<file path="config.mk">
export PLATFORM = sky130hd
export DESIGN_NAME = pico_frame_decoder
export DESIGN_NICKNAME = d
export VERILOG_FILES = /design/src/rtl/pico_frame_decoder.sv
export SDC_FILE = /design/constraint.sdc
export NUM_CORES = 1
export LEC_CHECK = 0
export ABC_AREA = 1
export CAP_MARGIN = 25
export CORE_MARGIN = 5
export CORE_UTILIZATION = 57
export CTS_BUF_LIST = sky130_fd_sc_hd__clkbuf_4
export DETAILED_ROUTE_END_ITERATION = 12
export DONT_BUFFER_PORTS = 1
export GPL_ROUTABILITY_DRIVEN = 1
export GPL_TIMING_DRIVEN = 0
export PLACE_DENSITY = 0.75
export SKIP_CTS_REPAIR_TIMING = 1
export SLEW_MARGIN = 20
export SYNTH_ARGS = -nofsm -noshare
export SYNTH_HDL_FRONTEND = slang
export SYNTH_SLANG_ARGS = --single-unit
</file>
<file path="constraint.sdc">
create_clock -name sclk -period 1.2 [get_ports sclk]
set_input_delay 0.18 -clock sclk [delete_from_list [all_inputs] [get_ports sclk]]
set_output_delay 0.18 -clock sclk [all_outputs]
set_load 0.02 [all_outputs]
</file>
<file path="src/rtl/pico_frame_decoder.sv">
// -----------------------------------------------------------------------------
// pico_frame_decoder
//
// Decodes SPI-style write frames into register-bank write strobes. A frame
// is the span during which csn is low. The first DATA_W-bit word of a frame
// is a register address; every following word is data written to that
// register. With PICO_AUTO_INC_EN defined, the target address advances by one
// (wrapping at NUM_REGS) after each data word. Without it, every data word
// goes to the frame start address. An out-of-range address flags frame_err
// and discards the rest of the frame.
//
// Configuration macro: PICO_AUTO_INC_EN (undefined = fixed address per frame)
//
// Parameters:
//   DATA_W    serial word width in bits (4..32)
//   NUM_REGS  number of addressable registers (2..256, <= 2**DATA_W)
//
// Ports:
//   sclk       in   SPI clock, all state updates on the rising edge
//   rstn       in   asynchronous active-low reset
//   csn        in   chip select, active-low; high ends/aborts the frame
//   serial_in  in   serial data, MSB first
//   wr_en      out  one-cycle write strobe
//   wr_addr    out  target register of the current write
//   wr_data    out  data of the current write
//   rd_addr    out  read mux select, holds the last valid frame start address
//   frame_err  out  sticky illegal-address flag for the current frame
// -----------------------------------------------------------------------------
module pico_frame_decoder #(
    parameter  int DATA_W   = 8,
    parameter  int NUM_REGS = 16,
    localparam int ADDR_W   = $clog2(NUM_REGS)
) (
    input  logic              sclk,
    input  logic              rstn,
    input  logic              csn,
    input  logic              serial_in,
    output logic              wr_en,
    output logic [ADDR_W-1:0] wr_addr,
    output logic [DATA_W-1:0] wr_data,
    output logic [ADDR_W-1:0] rd_addr,
    output logic              frame_err
);

    localparam int CNT_W = $clog2(DATA_W);

    localparam logic [CNT_W-1:0]  LAST_BIT   = CNT_W'(DATA_W - 1);
    localparam logic [DATA_W:0]   NUM_REGS_X = (DATA_W + 1)'(NUM_REGS);
    localparam logic [ADDR_W-1:0] MAX_ADDR   = ADDR_W'(NUM_REGS - 1);

    localparam logic [1:0] ST_ADDR   = 2'd0;
    localparam logic [1:0] ST_DATA   = 2'd1;
    localparam logic [1:0] ST_IGNORE = 2'd2;

    // Frame-scoped state is cleared whenever the chip is deselected, without
    // waiting for a clock edge (sclk usually stops while csn is high).
    logic frst_n;
    assign frst_n = rstn & ~csn;

    logic [CNT_W-1:0]  bit_cnt_q,   bit_cnt_d;
    logic [DATA_W-2:0] shift_q,     shift_d;
    logic [1:0]        state_q,     state_d;
    logic [ADDR_W-1:0] cur_addr_q,  cur_addr_d;
    logic              wr_en_q,     wr_en_d;
    logic              frame_err_q, frame_err_d;
    logic [ADDR_W-1:0] wr_addr_q,   wr_addr_d;
    logic [DATA_W-1:0] wr_data_q,   wr_data_d;
    logic [ADDR_W-1:0] rd_addr_q,   rd_addr_d;

    logic [DATA_W-1:0] word;
    logic              word_done;
    logic              addr_ok;
    logic [ADDR_W-1:0] next_addr;

    // The completing bit is taken straight from serial_in so the write strobe
    // rises on the same edge that samples the last data bit.
    always_comb begin
        word      = {shift_q, serial_in};
        word_done = (bit_cnt_q == LAST_BIT);
        addr_ok   = ({1'b0, word} < NUM_REGS_X);
    end

`ifdef PICO_AUTO_INC_EN
    always_comb begin
        next_addr = (cur_addr_q == MAX_ADDR) ? '0 : cur_addr_q + 1'b1;
    end
`else
    always_comb begin
        next_addr = cur_addr_q;
    end
`endif

    always_comb begin
        // NOTE: every output of this block gets a default first so no path
        // leaves a signal unassigned, which would otherwise infer a latch.
        bit_cnt_d   = word_done ? '0 : bit_cnt_q + 1'b1;
        shift_d     = word[DATA_W-2:0];
        state_d     = state_q;
        cur_addr_d  = cur_addr_q;
        wr_en_d     = 1'b0;
        frame_err_d = frame_err_q;
        wr_addr_d   = wr_addr_q;
        wr_data_d   = wr_data_q;
        rd_addr_d   = rd_addr_q;

        if (word_done) begin
            case (state_q)
                ST_ADDR: begin
                    if (addr_ok) begin
                        rd_addr_d  = word[ADDR_W-1:0];
                        cur_addr_d = word[ADDR_W-1:0];
                        state_d    = ST_DATA;
                    end else begin
                        frame_err_d = 1'b1;
                        state_d     = ST_IGNORE;
                    end
                end
                ST_DATA: begin
                    wr_en_d    = 1'b1;
                    wr_addr_d  = cur_addr_q;
                    wr_data_d  = word;
                    cur_addr_d = next_addr;
                end
                default: begin
                    state_d = ST_IGNORE;
                end
            endcase
        end
    end

    // Frame-scoped state: cleared by rstn or by deselect.
    always_ff @(posedge sclk or negedge frst_n) begin
        if (!frst_n) begin
            bit_cnt_q   <= '0;
            shift_q     <= '0;
            state_q     <= ST_ADDR;
            cur_addr_q  <= '0;
            wr_en_q     <= 1'b0;
            frame_err_q <= 1'b0;
        end else begin
            // NOTE: sequential state uses non-blocking assignments so every
            // flop samples the pre-edge values regardless of statement order.
            bit_cnt_q   <= bit_cnt_d;
            shift_q     <= shift_d;
            state_q     <= state_d;
            cur_addr_q  <= cur_addr_d;
            wr_en_q     <= wr_en_d;
            frame_err_q <= frame_err_d;
        end
    end

    // Write/read address and data survive deselect; only rstn clears them.
    always_ff @(posedge sclk or negedge rstn) begin
        if (!rstn) begin
            wr_addr_q <= '0;
            wr_data_q <= '0;
            rd_addr_q <= '0;
        end else begin
            wr_addr_q <= wr_addr_d;
            wr_data_q <= wr_data_d;
            rd_addr_q <= rd_addr_d;
        end
    end

    assign wr_en     = wr_en_q;
    assign wr_addr   = wr_addr_q;
    assign wr_data   = wr_data_q;
    assign rd_addr   = rd_addr_q;
    assign frame_err = frame_err_q;

endmodule

</file>
==> impl_metrics.toml <==
[run_status]
status = "finished with violations"
violations = "negative hold slack, negative setup slack"

[critical_path]
endpoint_kind = "flop"
critPathMaxFanout = 7
critPathLaunchType = "flop"
worstSetupPathType = "reg2reg"
cp_data_arrival_time_ns = 1.58
required_ns = 1.43

[yosys]
synth-seq-cells = 34
ys.warnings.count = 0
ys_seq_area_share_pct = 69.5
syn_area_per_cell_um2 = 10.8
netlist_area_mm2 = 0.00122
synth_nets = 119
synth_cell_types = 14
syn_inst = 113

[floorplanning]
dieWidth_um = 56.4
fp.dieArea_mm2 = 0.00318
start_util_pct = 61.2
design.core.area_mm2 = 0.00200
rows = 16
dieHeight_um = 56.4
pin_count = 22

[job]
max_cap_violations = 0

[sta]
period_needed_ns = 1.35
grt_setup_unrepaired = "yes"
finClkSkew_ns = 0.00977
finalMaxSlewViolations = 0
worstMarginPinSlew_ns = 0.914
fmax_ghz = 0.742
finalSetupViolCount = 21
setup_slack_ns = -0.148
slew_headroom_pct = 39.0
hold_viol = 18
holdWs_ns = -0.0383
finalCritPeriodShare_pct = 112

[cells_and_area]
finalCoreUtilization_pct = 73.5
diodes = 0
n_fill_cell = 121
drive_above_1_share_pct = 30.0
layout.nets = 135
synthToLayoutAreaGrowth_pct = 20.1

[cts]
root_buffer = "clkbuf_4"
clock_sinks = 34
cts_tree = "built"
cts-buffers-inserted = 5
clock_path_buffers = 2
insertion_delay_ns = 0.34
clkSlewWorstSetupHoldPaths_ns = 0.10
ctsHtreeMaxLevel = 2

[pwr]
p_clk_share_pct = 31.5
p_int_mw = 1.38
swShare_pct = 23.1
pwr-share-comb_pct = 2.8
peakVddDrop_mv = 0.993
switchingPower_mw = 0.417
seq_power_share_pct = 65.7
p_leak_nw = 0.783
p_per_area_mw_per_mm2 = 1220

[global_routing]
grt_use_total_pct = 16.2
grt_use_met1_pct = 18.4
grt_pass1_vias = 785
grt_max_degree = 19
use_met2_pct = 23.7
grt_pass1_wl_mm = 3.73
grt_remaining_overflow = 0
grt-busiest-layer = "met2"
gr-usage-met3_pct = 9.40
antenna_found_initial = 0

[routing]
drc = 0
wl_per_cell_um = 15.1
viasPerCell = 5.10
drtAntennaViolNets = 0
vias = 800
first_iter_violations = 25
drtPass1Iterations = 6
routed_wl_mm = 2.37

[placement]
dp_hpwl_mm = 1.49
place_ws_ns = -0.135
place_congestion = 0.738
port_buffers = 0

[worst_hold_path]
min_path_type = "in2async"
## path summary, 6_finish.rpt
| path | endpoint | cells past startpoint | from | slack (ns) |
|---|---|---|---|---|
| setup reg to reg | rd_addr[1] | 7 | bit_cnt_q[0] | -0.15 |
| hold reg to reg | shift_q[6] | 0 | shift_q[5] | 0.39 |
| setup / recovery | rd_addr[1] | 7 | bit_cnt_q[0] | -0.15 |
| max in group asynchronous | rd_addr[1] | 1 | rstn | 0.39 |
| hold / removal | shift_q[0] | 1 | csn | -0.04 |
| min in group sclk | cur_addr_q[0] | 2 | serial_in | 0.01 |
## placed cells by master (no fill, tap or decap)
cell            n
buf_6           3
nand2_2        15
inv_1           9
dfrtp_1        34
clkinv_1        3
nand2_1        33
o21ai_0         2
ha_4            2
o21ai_1         3
nor2_2          1
clkbuf_4        5
nand3_1         4
nor2_4          2
nand3_4         1
dlygate4sd3_1   2
nor2_1          1
o21ai_2         2
buf_4           4
inv_4           1
nand2_4         3
## kinds of logic (layout without fill, tap and decap cells)
logic type | Yosys count | count (layout) | share of synthesized area (%)
AO/OA/AOI/OAI | 7 | 7 | 2.86
adder cells (fa/ha/maj) | 2 | 2 | 2.04
buffers and inverters | 11 | 27 | 3.98
flip-flops | 34 | 34 | 69.5
AND/OR/NAND/NOR | 59 | 60 | 21.7
## cell type report
cell class	instances	area (um2)	area share, %
flip-flops and latches	34	851	57.8
clock inverters	3	11.3	0.765
well taps	27	33.8	2.30
multi-input cells	69	414	28.1
plain buffers	1	11.3	0.765
inverters	10	40.0	2.72
repair buffers	8	72.6	4.93
clock buffers	5	37.5	2.55
## stage by stage
stage | cell area, um2 | cells | setup TNS [ns] | power, mW
floorplan | 1240 | 113 | -0.0150 | 1.22
global placement | 1280 | 140 | -5.25 | 1.23
detailed placement | 1280 | 140 | -1.35 | 1.24
CTS | 1330 | 148 | -1.65 | 1.80
global route | 1470 | 157 | -3.70 | 1.88
finish | 1470 | 157 | -1.94 | 1.80
## synth_stat cells
master	n	area share, %
nand3_1	4	1.6
o21ai_1	2	0.82
ha_1	2	2.0
nand2_2	1	0.51
o21ai_0	5	2.0
inv_2	1	0.31
nand3_4	1	1.4
nand2_4	1	0.92
dfrtp_1	34	69
nand2_1	48	15
nor2_1	2	0.61
inv_1	9	2.8
nor2_4	2	1.8
buf_6	1	0.92
## sequential cells by signal, indices dropped and copies added (netlist names)
name	flops
cur_addr_q	4
wr_data	8
bit_cnt_q	3
frame_err	1
wr_en	1
wr_addr	4
state_q	2
rd_addr	4
shift_q	7
## worst max-delay path, stage by stage (launching register included)
cell	delay (ns)
dfrtp_1	0.40
ha_4	0.16
ha_4	0.17
nand2_4	0.06
nor2_4	0.22
nand2_4	0.10
nand2_1	0.07
nand2_1	0.06
## per-layer routing
layer / wire (um) / up-vias
li1: - / 384
met1: 1000 / 383
met2: 1110 / 28
met3: 198 / 5
met4: 57 / 0
met5: 0 / -
## power by group through the flow
stage / sequential (mW) / combinational, mW / clock (mW)
2_1_floorplan: 1.20 / 0.0243 / 0
3_3_place_gp: 1.20 / 0.0291 / 0
3_5_place_dp: 1.20 / 0.0314 / 0
4_1_cts: 1.18 / 0.0317 / 0.590
5_1_grt: 1.19 / 0.0583 / 0.635
6_report: 1.18 / 0.0496 / 0.568
Note: power is estimated with default switching activity, not from simulation.
